## src/rtl/serial_pkg.sv

```systemverilog
// Shared types and frame geometry for the serial sum collector.
// SERIAL_COLLECT_PARITY_EN appends an even-parity bit to every frame.
package serial_pkg;

    localparam int DEFAULT_WIDTH = 16;

    typedef enum logic {
        IDLE  = 1'b0,
        SHIFT = 1'b1
    } state_e;

    function automatic int frame_len(input int w);
`ifdef SERIAL_COLLECT_PARITY_EN
        return w + 1;
`else
        return w;
`endif
    endfunction

    localparam int FRAME_LEN = frame_len(DEFAULT_WIDTH);
    localparam int CNT_W     = $clog2(FRAME_LEN + 1);

endpackage

```

## src/rtl/shift_in_reg.sv

```systemverilog
// Right-shifting serial-in/parallel-out register; new bits enter at the MSB.
// Latency: one edge per bit. No backpressure; clear with shift loads a lone MSB.
module shift_in_reg
    import serial_pkg::*;
#(
    parameter int WIDTH = DEFAULT_WIDTH
) (
    input  logic             clk_i,
    input  logic             rst_ni,
    input  logic             clr_i,
    input  logic             shift_en_i,
    input  logic             bit_i,
    output logic [WIDTH-1:0] q_o
);

    logic [WIDTH-1:0] q_q;
    logic [WIDTH-1:0] q_d;

    always_comb begin
        q_d = q_q;
        if (clr_i) begin
            q_d = shift_en_i ? {bit_i, {(WIDTH-1){1'b0}}} : '0;
        end else if (shift_en_i) begin
            q_d = {bit_i, q_q[WIDTH-1:1]};
        end
    end

    always_ff @(posedge clk_i or negedge rst_ni) begin
        if (!rst_ni) begin
            q_q <= '0;
        end else begin
            q_q <= q_d;
        end
    end

    assign q_o = q_q;

endmodule

```

## src/rtl/serial_sum_collector.sv

```systemverilog
// Reassembles LSB-first sum frames into WIDTH-bit words with a valid/ready output buffer.
// Latency 1 cycle from last bit; a frame completing into a held, unaccepted word is dropped (overrun).
// SERIAL_COLLECT_PARITY_EN adds a trailing even-parity bit and the parity_err_o output.
module serial_sum_collector
    import serial_pkg::*;
#(
    parameter int WIDTH = DEFAULT_WIDTH
) (
    input  logic             clk_i,
    input  logic             rst_ni,
    input  logic             start_i,
    input  logic             bit_valid_i,
    input  logic             bit_in_i,
    input  logic             carry_in_i,
    output logic [WIDTH-1:0] word_out_o,
    output logic             carry_out_o,
`ifdef SERIAL_COLLECT_PARITY_EN
    output logic             parity_err_o,
`endif
    output logic             word_valid_o,
    input  logic             word_ready_i,
    output logic             busy_o,
    output logic             overrun_o,
    output logic             frame_err_o
);

    localparam int FLEN = frame_len(WIDTH);
    localparam int CW   = $clog2(FLEN + 1);

    state_e           state_q, state_d;
    logic [CW-1:0]    cnt_q, cnt_d;
    logic [WIDTH-1:0] word_q, word_d;
    logic             carry_q, carry_d;
    logic             perr_q, perr_d;
    logic             valid_q, valid_d;
    logic             overrun_q, overrun_d;
    logic             ferr_q, ferr_d;

    logic             sr_clr, sr_shift;
    logic [WIDTH-1:0] sr_q;
    logic             frame_done, accept;
    logic [WIDTH-1:0] ld_word;
    logic             ld_perr;

    shift_in_reg #(.WIDTH(WIDTH)) u_shift (
        .clk_i      (clk_i),
        .rst_ni     (rst_ni),
        .clr_i      (sr_clr),
        .shift_en_i (sr_shift),
        .bit_i      (bit_in_i),
        .q_o        (sr_q)
    );

    always_ff @(posedge clk_i or negedge rst_ni) begin
        if (!rst_ni) begin
            state_q <= IDLE;
        end else begin
            state_q <= state_d;
        end
    end

    always_comb begin
        state_d = state_q;
        if (bit_valid_i) begin
            if (start_i) begin
                state_d = SHIFT;
            end else if (frame_done) begin
                state_d = IDLE;
            end
        end
    end

    // The last bit is used combinationally so the word loads on the same edge it arrives.
    always_comb begin
        busy_o     = (state_q == SHIFT);
        frame_done = busy_o && bit_valid_i && !start_i && (cnt_q == CW'(FLEN - 1));
        accept     = frame_done && (!valid_q || word_ready_i);
        overrun_d  = frame_done && !accept;
        ferr_d     = busy_o && bit_valid_i && start_i;
        sr_clr     = bit_valid_i && start_i;
`ifdef SERIAL_COLLECT_PARITY_EN
        sr_shift   = bit_valid_i && (start_i || (busy_o && (cnt_q < CW'(WIDTH))));
        ld_word    = sr_q;
        ld_perr    = bit_in_i ^ (^sr_q);
`else
        sr_shift   = bit_valid_i && (start_i || busy_o);
        ld_word    = {bit_in_i, {(WIDTH-1){1'b0}}} | (sr_q >> 1);
        ld_perr    = 1'b0;
`endif
    end

    always_comb begin
        cnt_d   = cnt_q;
        word_d  = word_q;
        carry_d = carry_q;
        perr_d  = perr_q;
        valid_d = valid_q;
        if (bit_valid_i && start_i) begin
            cnt_d = CW'(1);
        end else if (busy_o && bit_valid_i) begin
            cnt_d = frame_done ? '0 : cnt_q + CW'(1);
        end
        if (accept) begin
            word_d  = ld_word;
            carry_d = carry_in_i;
            perr_d  = ld_perr;
            valid_d = 1'b1;
        end else if (valid_q && word_ready_i) begin
            valid_d = 1'b0;
        end
    end

    always_ff @(posedge clk_i or negedge rst_ni) begin
        if (!rst_ni) begin
            cnt_q     <= '0;
            word_q    <= '0;
            carry_q   <= 1'b0;
            perr_q    <= 1'b0;
            valid_q   <= 1'b0;
            overrun_q <= 1'b0;
            ferr_q    <= 1'b0;
        end else begin
            cnt_q     <= cnt_d;
            word_q    <= word_d;
            carry_q   <= carry_d;
            perr_q    <= perr_d;
            valid_q   <= valid_d;
            overrun_q <= overrun_d;
            ferr_q    <= ferr_d;
        end
    end

    assign word_out_o   = word_q;
    assign carry_out_o  = carry_q;
    assign word_valid_o = valid_q;
    assign overrun_o    = overrun_q;
    assign frame_err_o  = ferr_q;
`ifdef SERIAL_COLLECT_PARITY_EN
    assign parity_err_o = perr_q;
`else
    logic unused_perr;
    assign unused_perr = perr_q ^ ld_perr;
`endif

endmodule

```

## config.mk

```make
export PLATFORM = sky130hd
export DESIGN_NAME = serial_sum_collector
export DESIGN_NICKNAME = d
export VERILOG_FILES = /design/src/rtl/serial_pkg.sv /design/src/rtl/shift_in_reg.sv /design/src/rtl/serial_sum_collector.sv
export SDC_FILE = /design/constraint.sdc
export NUM_CORES = 1
export LEC_CHECK = 0
export CAP_MARGIN = 5
export CORE_AREA = 2 2 71 66
export DETAILED_ROUTE_END_ITERATION = 6
export DIE_AREA = 0 0 73 68
export PLACE_DENSITY = 0.59
export SETUP_SLACK_MARGIN = 0.2
export SKIP_CTS_REPAIR_TIMING = 1
export SLEW_MARGIN = 25
export SYNTH_ARGS = -nofsm -noshare
export SYNTH_HDL_FRONTEND = slang
export SYNTH_SLANG_ARGS = --single-unit
export TNS_END_PERCENT = 1
```

## constraint.sdc

```tcl
create_clock -name clk_i -period 2.96 [get_ports clk_i]
set_input_delay 0.592 -clock clk_i [delete_from_list [all_inputs] [get_ports clk_i]]
set_output_delay 0.592 -clock clk_i [all_outputs]
set_load 0.01 [all_outputs]
```

==> results of run 1 <==
==> registers in the layout, summed over array words and instances (netlist names) <==
name	cells
busy_o	1
carry_out_o	1
cnt_q	5
frame_err_o	1
overrun_o	1
u_shift.q_o	15
word_out_o	16
word_valid_o	1
==> layer usage <==
| metal | up-vias | GRT usage | routed length [µm] |
|---|---|---|---|
| met5 | - | 0 | 0 |
| met4 | 0 | 0.0764 | 67 |
| met3 | 6 | 0.0353 | 94 |
| met2 | 23 | 0.171 | 1210 |
| met1 | 492 | 0.173 | 1420 |
| li1 | 465 | - | - |
==> how the worst max path moves through the flow <==
stage | startpoint | endpoint | slack, ps | depth (start not counted)
2_1_floorplan | bit_valid_i | word_out_o[10]$_DFFE_PN0P_ | 1180 | 6
3_3_place_gp | bit_valid_i | word_out_o[0]$_DFFE_PN0P_ | 640 | 5
5_1_grt | bit_valid_i | word_out_o[3]$_DFFE_PN0P_ | 810 | 5
4_1_cts | bit_valid_i | word_out_o[15]$_DFFE_PN0P_ | 900 | 5
3_5_place_dp | bit_valid_i | word_out_o[4]$_DFFE_PN0P_ | 600 | 5
6_report | bit_valid_i | word_out_o[15]$_DFFE_PN0P_ | 910 | 5
==> per-stage QoR <==
step                      instances  area (µm²)  power (W)
after floorplan                 111        1630   0.000631
after global placement          184        1930   0.000662
after detailed placement        184        1930   0.000664
after CTS                       192        2030    0.00106
after global routing            192        2030    0.00109
final                           192        2030    0.00104
==> final cells by class <==
cell class / count / area (µm²) / share of cell area
clock buffers: 7 / 96.3 / 0.0474
clock inverters: 1 / 5.00 / 0.00246
inverters: 2 / 7.51 / 0.00369
multi-input cells: 61 / 549 / 0.270
flip-flops and latches: 41 / 1030 / 0.504
well taps: 50 / 62.6 / 0.0308
repair buffers: 30 / 288 / 0.141
==> power by group through the flow <==
| stage | Combinational (W) | Sequential (W) | Clock (W) |
|---|---|---|---|
| after CTS | 0.0000632 | 0.000591 | 0.000407 |
| after floorplan | 0.0000332 | 0.000598 | 0 |
| final | 0.0000614 | 0.000591 | 0.000392 |
| after global routing | 0.0000704 | 0.000593 | 0.000430 |
| after detailed placement | 0.0000628 | 0.000602 | 0 |
| after global placement | 0.0000612 | 0.000601 | 0 |
==> synth_stat cells <==
| cell type | count | area [µm²] |
|---|---|---|
| mux2i_1 | 1 | 10.0 |
| nor2_1 | 1 | 3.75 |
| o21a_1 | 1 | 7.51 |
| a41oi_1 | 1 | 8.76 |
| inv_1 | 2 | 7.51 |
| buf_2 | 2 | 10.0 |
| nand4b_1 | 1 | 8.76 |
| nand2_1 | 8 | 30.0 |
| a22o_1 | 17 | 149 |
| mux2_2 | 7 | 78.8 |
| a31o_2 | 1 | 8.76 |
| ha_1 | 1 | 12.5 |
| and3b_1 | 1 | 8.76 |
| a21oi_1 | 1 | 5.00 |
| nand2b_1 | 1 | 6.26 |
| and3_1 | 2 | 12.5 |
| clkbuf_1 | 3 | 11.3 |
| a31oi_1 | 1 | 6.26 |
| a21boi_0 | 1 | 7.51 |
| dfrtp_1 | 41 | 1030 |
| nand3_1 | 2 | 10.0 |
| and4b_1 | 1 | 10.0 |
| o21ai_1 | 1 | 5.00 |
| mux2_4 | 10 | 150 |
| a41o_1 | 1 | 10.0 |
| buf_6 | 2 | 22.5 |
==> worst max-delay path, delay by kind of cell <==
kind	cells	cell delay, ps
buffers and inverters	2	890
muxes	1	370
and+or+nand+nor	2	360
==> cell families (layout without fill, tap and decap cells) <==
group	Yosys count	after routing
flip-flops	41	41
AO/OA/AOI/OAI	25	25
multiplexers	18	18
AND/OR/NAND/NOR	17	17
buffers and inverters	9	40
adder cells (fa/ha/maj)	1	1
==> reports/metrics.cfg, run 1 <==
[power_and_ir_drop]
p_per_area_nw_per_um2 = 514
seq_power_share = 0.566
p_clk_frac = 0.376
p_comb_frac = 0.059
power.leakage_nw = 0.968
switchingPower_w = 0.000232
p_int_w = 0.000813
swShare = 0.222
peakVddDrop_mv = 0.286

[worst_setup_path]
ff2ff_setup_slack_ps = 1100
r2r_end = word_out_o[15]$_DFFE_PN0P_
cp_max_fo = 17
cp-start-kind = input pin
timing.rr.start = cnt_q[0]$_DFFE_PN0P_
max_stage_delay_ps = 610
worstRegToRegCells = 5
critical_path_class = in2reg
crit_slowest_cell = clkdlybuf4s50_1
end_kind = flop
worstPathCellList = clkdlybuf4s50_1 -> and3b_1 -> and3_1 -> buf_4 -> mux2_2
required_ps = 3130
cp.arrival_ps = 2220

[sta]
slew_headroom = 0.416
holdWs_ps = 417
fin_ws_ps = 914
finalHoldViolCount = 0
fin_crit_sh = 0.691
slew_violations = 0
fmax_mhz = 489
fin_crit_ps = 2050
rsz0062_at_grt = no
setup_viol = 0
skew_ps = 5.01
fin_setup_tns_ps = 0
worstMarginPinSlew_ps = 875

[drt]
routed_wl_um = 2790
wl_per_cell_um = 14.6
drt_iter0_markers = 92
drt-pass1-iter-count = 4
vias = 986
drtAntennaViolNets = 0
drc = 0
via_per_inst = 5.14

[cts]
numCtsBuffers = 5
clock_sinks = 41
cts_buffer_depth = 2
clock_latency_ps = 290
cts_tree = built
clock-root-buffer = clkbuf_8
clk_pin_slew_worst_paths_ps = 80
h-tree-depth = 2

[yosys]
syn_avg_cell_area_um2 = 14.7
ys_seq_area_frac = 0.631
synth_adder_area_share = 0.00769
synth_simple_gate_area_frac = 0.0554
synth_area_um2 = 1630
synthXorXnorAreaFrac = 0
synth_top_family_by_area = multiplexers
synth_cell_type_count = 26
syn-num-nets = 119
syn_inst = 111
synth_warnings = 0
synth-seq-cells = 41
synthMuxAreaShare = 0.147
synth-compound-area-share = 0.128

[placed_design]
pre_cts_slack_ps = 596
port-buffer-count = 27
gp_congestion = 0.850
dpl.hpwl_um = 1820

[finish]
n_antenna_cell = 0
fillers = 378
nets = 149
layout_common_cells = dfrtp_1 (41), clkdlybuf4s50_1 (26), a22o_1 (17)
syn2layout_area_growth_pct = 25.1
layout-drive-gt1-share = 0.211
layout_commonest_cell = dfrtp_1
fin_util = 0.474

[global_route]
first_global_vias = 938
grt_max_degree = 42
grt_pass1_wl_um = 4570
antenna_found_initial = 0
track_usage = 0.125
overflow = 0

[floorplan]
die_area_um2 = 4960
die_w_um = 73
core_um2 = 4290
pin_count = 28
die_y_um = 68
initial_utilization = 0.379
rows = 23

[min_path]
hold_class = in2async

[flow_run]
cap_violations = 0

[status]
outcome = finished clean

Power figures use the tool's default switching activity.
==> run 2: changes to the inputs <==
==> constraint.sdc (replaced) <==
create_clock -name clk_i -period 2 [get_ports clk_i]
set_input_delay 0.4 -clock clk_i [delete_from_list [all_inputs] [get_ports clk_i]]
set_output_delay 0.4 -clock clk_i [all_outputs]
set_load 0.01 [all_outputs]
==> run 2 against run 1 <==
Compared with the run above:
- register-to-register slack worse by 810 ps
- global-route usage increased by 1.5 points
- sequential cell count unchanged
- via count up 4.0%
- clock-buffer cell count is the same
- clock skew rose by 2.1 ps
- total power is 60% higher
- routed wire length grew 8.2%
- die area stayed put
==> reports/metrics.cfg, run 2 (synthesis gave the netlist of run 1 again) <==
[flow_run]
cap_violations = 0  ; unchanged

[floorplan]
die_y_um = 68  ; unchanged
core_um2 = 4290  ; unchanged
initial_utilization = 0.379  ; unchanged
rows = 23  ; unchanged
die_w_um = 73  ; unchanged
pin_count = 28  ; unchanged
die_area_um2 = 4960  ; unchanged

[power_and_ir_drop]
p_comb_frac = 0.064  ; +0.005
p_int_w = 0.00131  ; +61%
seq_power_share = 0.527  ; -0.039
fin_total_pwr_w = 0.00167  ; +60%
switchingPower_w = 0.000357  ; +54%
peakVddDrop_mv = 0.421  ; +47%
swShare = 0.214  ; -0.00733
p_per_area_nw_per_um2 = 790  ; +54%
power.leakage_nw = 0.993  ; +2.5%
p_clk_frac = 0.409  ; +0.033

[drt]
vias = 1025  ; +4.0%
drc = 0  ; unchanged
wl_met3_um = 105  ; +12%
routed_wl_um = 3020  ; +8.2%
top_layer = met4
drtAntennaViolNets = 0  ; unchanged
drt_iter0_markers = 66  ; -28%
wl_met1_um = 1460  ; +2.8%
wl_met2_um = 1370  ; +14%
drt-pass1-iter-count = 4  ; unchanged
wl_per_cell_um = 15.5  ; +6.6%
via_per_inst = 5.26  ; +2.4%

[global_route]
overflow = 0  ; unchanged
antenna_found_initial = 0  ; unchanged
grt_pass1_wl_um = 5050  ; +11%
first_global_vias = 1062  ; +13%
track_usage = 0.139  ; +0.0145
grt_max_degree = 23  ; -45%

[sta]
fin_crit_sh = 0.878
fin_setup_tns_ps = 0  ; unchanged
rsz0062_at_grt = yes
fmax_mhz = 569
finalHoldViolCount = 0  ; unchanged
worstMarginPinSlew_ps = 467  ; -409 ps
skew_ps = 7.09  ; +2.08 ps
slew_headroom = 0.689  ; +0.272
holdWs_ps = 50.0  ; -367 ps
fin_crit_ps = 1760
setup_viol = 0  ; unchanged
slew_violations = 0  ; unchanged

[finish]
largest_register_ffs = 16  ; unchanged
syn2layout_area_growth_pct = 29.8
n_antenna_cell = 0  ; unchanged
stdcell_count = 195  ; +1.6%
fillers = 384  ; +1.6%
nets = 152  ; +2.0%
layout_commonest_cell = dfrtp_1
postLayoutCellArea_um2 = 2110  ; +3.8%
layout_common_cells = dfrtp_1 (40), clkdlybuf4s50_1 (26), a22o_1 (17)
layout-drive-gt1-share = 0.234  ; +0.0232

[worst_setup_path]
critical_path_class = reg2out
cp_max_fo = 9  ; -8
required_ps = 1600  ; -1530 ps
worstPathCellList = clkdlybuf4s50_1
path_buf_inv = 1  ; -1
max_stage_delay_ps = 590  ; -20 ps
end_kind = primary output
cp.arrival_ps = 1360  ; -860 ps
crit_slowest_cell = clkdlybuf4s50_1
crit_family = buffers and inverters
cp-start-kind = flop

[placed_design]
gp_congestion = 0.762  ; -10%
dpl.hpwl_um = 1960  ; +7.7%
placed_cell_area_um2 = 1980  ; +2.5%
dp_cells = 187  ; +1.6%
port-buffer-count = 27  ; unchanged

[cts]
cts_tree = built
h-tree-depth = 2  ; unchanged
clock_latency_ps = 290  ; about the same
clk_pin_slew_worst_paths_ps = 80  ; about the same
clock_sinks = 41  ; unchanged
numCtsBuffers = 5  ; unchanged
clock-root-buffer = clkbuf_8
cts_buffer_depth = 2  ; unchanged

[status]
outcome = finished clean

[min_path]
hold_class = in2async

-- run 2: cell types whose count changed in the layout (fill, tap and decap cells not counted), sizes merged --
cell and change:
buf +3, bufinv +1, clkinv -1
-- run 2: power by group through the flow --
stage / sequential (W) / clock, W / combinational [W]
after floorplan: 0.000885 / 0 / 0.0000492
after global placement: 0.000889 / 0 / 0.0000984
after detailed placement: 0.000890 / 0 / 0.000103
after CTS: 0.000874 / 0.000700 / 0.000103
after global routing: 0.000883 / 0.000738 / 0.000122
final: 0.000879 / 0.000683 / 0.000106
-- run 2: final timing paths --
| kind | from | end | slack (ps) | depth (start not counted) |
|---|---|---|---|---|
| worst max-delay path | busy_o$_DFFE_PN0P_ | busy_o | 240 | 1 |
| worst min-delay path | rst_ni | word_out_o[6]$_DFFE_PN0P_ | 50 | 1 |
| worst max register to register | cnt_q[0]$_DFFE_PN0P_ | word_out_o[15]$_DFFE_PN0P_ | 290 | 5 |
| worst min register to register | carry_out_o$_DFFE_PN0P_ | carry_out_o$_DFFE_PN0P_ | 510 | 1 |
| max in group asynchronous | rst_ni | cnt_q[2]$_DFFE_PN0P_ | 1470 | 2 |
| min in group clk_i | carry_out_o$_DFFE_PN0P_ | carry_out_o$_DFFE_PN0P_ | 510 | 1 |
-- run 2: final cells by class --
type / count / area (µm²) / share of cell area
Clock inverter: 1 / 30.0 / 0.0142
Sequential cell: 41 / 1030 / 0.487
Timing Repair Buffer: 33 / 335 / 0.159
Clock buffer: 7 / 86.3 / 0.0409
Multi-Input combinational cell: 61 / 562 / 0.266
Inverter: 2 / 7.51 / 0.00356
Tap cell: 50 / 62.6 / 0.0296
-- run 2: layer usage --
layer / global-route usage / vias up
li1: - / 470
met1: 0.184 / 526
met2: 0.194 / 22
met3: 0.0427 / 7
met4: 0.0995 / 0
met5: 0 / -
-- run 2: per-stage QoR --
step / utilization / setup slack, ps
after floorplan: - / 296
after global placement: 0.462 / 109
after CTS: 0.489 / 165
after detailed placement: 0.462 / 55.0
final: 0.492 / 243
after global routing: 0.492 / 174
==> run 3: changes to the inputs <==
--- a/config.mk
+++ b/config.mk
@@ -9,6 +9,7 @@
 export CORE_AREA = 2 2 71 66
 export DETAILED_ROUTE_END_ITERATION = 6
 export DIE_AREA = 0 0 73 68
+export HOLD_SLACK_MARGIN = 0.03
 export PLACE_DENSITY = 0.59
 export SETUP_SLACK_MARGIN = 0.2
 export SKIP_CTS_REPAIR_TIMING = 1
==> results of run 3 <==
Final layout, timing and power as in run 2 (identical DEF).
==> RTL change: new RTL, settings of run 3 <==
Reset style: synchronous (`rst_ni`), changed in 3 clocked blocks.
--- a/src/rtl/shift_in_reg.sv
+++ b/src/rtl/shift_in_reg.sv
@@ -27,3 +27,3 @@
 
-    always_ff @(posedge clk_i or negedge rst_ni) begin
+    always_ff @(posedge clk_i) begin
         if (!rst_ni) begin
--- a/src/rtl/serial_sum_collector.sv
+++ b/src/rtl/serial_sum_collector.sv
@@ -53,3 +53,3 @@
 
-    always_ff @(posedge clk_i or negedge rst_ni) begin
+    always_ff @(posedge clk_i) begin
         if (!rst_ni) begin
@@ -112,3 +112,3 @@
 
-    always_ff @(posedge clk_i or negedge rst_ni) begin
+    always_ff @(posedge clk_i) begin
         if (!rst_ni) begin
Behaviour: differs if rst_ni is asserted again (counterexample within 4 cycles, from zero or initial values and one cycle with rst_ni low); with rst_ni held inactive, the same outputs for 10 cycles.
==> RTL change against run 3 <==
Critical path depth up 5. Routed wire length up 1.2%. Synthesized cell count up 57%. First-iteration DRC count down 17%. Setup slack worse by 2.1 ps. Register-to-register slack worse by 50 ps. Highest routed layer unchanged. Sequential cell count unchanged. Combinational power down 27%. Cell area down 0.95%. Die area unchanged. Hold slack better by 410 ps. Synthesized area up 3.7%. Power down 5.2%. Critical path type is now reg2reg.
==> RTL change: results (changes against run 3) <==
* GR Util met2 at 20.95% (was 19.37%)
* Synth Area in Compound Gates at 10.61% (was 12.77%)
* Post-Syn Area per Cell at 9.693 um^2 (was 14.65 um^2)
* Filler Cell Count at 405 (was 384)
* CP peak stage delay at 390 ps (was 590 ps)
* Share of cells above drive strength 1 at 8.000% (was 23.45%)
* Worst min-delay path class: reg2reg (was in2async)
* Fin nets at 208 (was 152)
* Worst path slowest cell: dfxtp_1 (was clkdlybuf4s50_1)
* Skew final at 2.854 ps (was 7.088 ps)
* Routability congestion estimate at 0.6891 (was 0.7624)
* Inst Count DP at 242 (was 187)
* GR met1 Demand/Resource at 19.42% (was 18.38%)
* Kind of critical path: reg2reg (was reg2out)
* Peak supply drop at 0.3568 mV (was 0.4212 mV)
* Total Routed Length at 3061 um (was 3024 um)
* Rel. slew slack at 58.45% (was 68.88%)
* Syn_nets at 183 (was 119)
* Post-synth cell types at 30 (was 26)
* Most frequent cells after synthesis: 41 x dfxtp_1, 36 x nand2_1, 18 x mux2i_1, 18 x nor2b_1, 15 x a22oi_1 (was 41 x dfrtp_1, 17 x a22o_1, 10 x mux2_4, 8 x nand2_1, 7 x mux2_2)
* Arrival time at the worst endpoint at 1970 ps (was 1360 ps)
* GR Layer Usage met3 at 3.387% (was 4.271%)
* Overall routing resource usage at 14.10% (was 13.94%)
* Vias per inst at 4.996 (was 5.256)
* Register area share after synthesis at 48.66% (was 63.08%)
* DR iter-0 viols at 55 (was 66)
* Largest net degree at the start of global routing at 51 (was 23)
* Synth Flop Type: dfxtp_1 (was dfrtp_1)
* First-pass GRT wire length at 5382 um (was 5050 um)
* Most area-consuming cells after synthesis: dfxtp_1 49%, mux2i_1 11%, nand2_1 8.0%, a22oi_1 6.7%, nor2b_1 6.7% (was dfrtp_1 63%, mux2_4 9.2%, a22o_1 9.2%, mux2_2 4.8%, nand2_1 1.8%)
* Async SR Flop Fraction at 0% (was 100.0%)
* HPWL Detailed at 2190 um (was 1957 um)
* Post-Synth XOR/XNOR Area at 0.5193% (was 0%)
* Top Family by Delay on Critical Path: adder cells (was buffers and inverters)
* Mux cell area share after synthesis at 10.68% (was 14.69%)
* Post-Synth Adder-Cell Area at 1.484% (was 0.7692%)
* Status: completed (unchanged)
[RTL change: changes by cell type after synthesis, sizes merged, moves of 2 or more]
cell	delta
nor3b	+2
o21ai	+3
nand2	+29
mux2	-17
a22oi	+15
a22o	-17
nor2b	+18
dfxtp	+41
dfrtp	-41
nand3	+2
mux2i	+17
buf	+6
[RTL change: cells by family after synthesis]
family                     Yosys count
muxes                               18
AOI/OAI and AO/OA                   25
DFF                                 41
buffers and inverters               17
and+or+nand+nor                     70
adders and majority gates            2
xor gates and xnor gates             1
[RTL change: worst paths after layout]
kind                 startpoint       endpoint  slack [ps]  cells past startpoint
hold / removal    word_out_o[9]  word_out_o[9]         460                      2
setup / recovery       cnt_q[0]  word_out_o[4]         240                      6
setup reg to reg       cnt_q[0]  word_out_o[4]         240                      6
hold reg to reg   word_out_o[9]  word_out_o[9]         460                      2
[RTL change: final cells by class]
type                    count  area, um^2  share of cell area [%]
clock buffers               7       86.33                   4.129
clock inverters             1       30.03                   1.436
inverters                   3       11.26                  0.5386
multi-input cells         116       758.2                   36.27
flip-flops and latches     41       822.0                   39.32
well taps                  50       62.56                   2.992
repair buffers             32       320.3                   15.32
[RTL change: routing by layer]
metal  vias to the layer above  share of wire, %
li1                        637                 -
met4                         0               1.4
met3                         5               4.1
met1                       576                51
met2                        31                43
met5                         -                 0
[RTL change: power breakdown]
group	switching [W]	internal, W
clock	0.000266	0.000407
sequential	0.00000845	0.000822
combinational	0.0000427	0.0000346
total	0.000317	0.00126
[RTL change: metrics by stage]
stage	instance area, um^2	hold WS (ps)	worst slack, ps	total power, W
after floorplan	1687	438.4	401.4	0.0009008
final	2091	459.9	241.2	0.001581
after CTS	2090	466.3	111.9	0.001598
after global placement	1973	441.7	110.8	0.0009244
after detailed placement	1973	451.8	75.65	0.0009264
after global routing	2091	478.8	51.81	0.001639
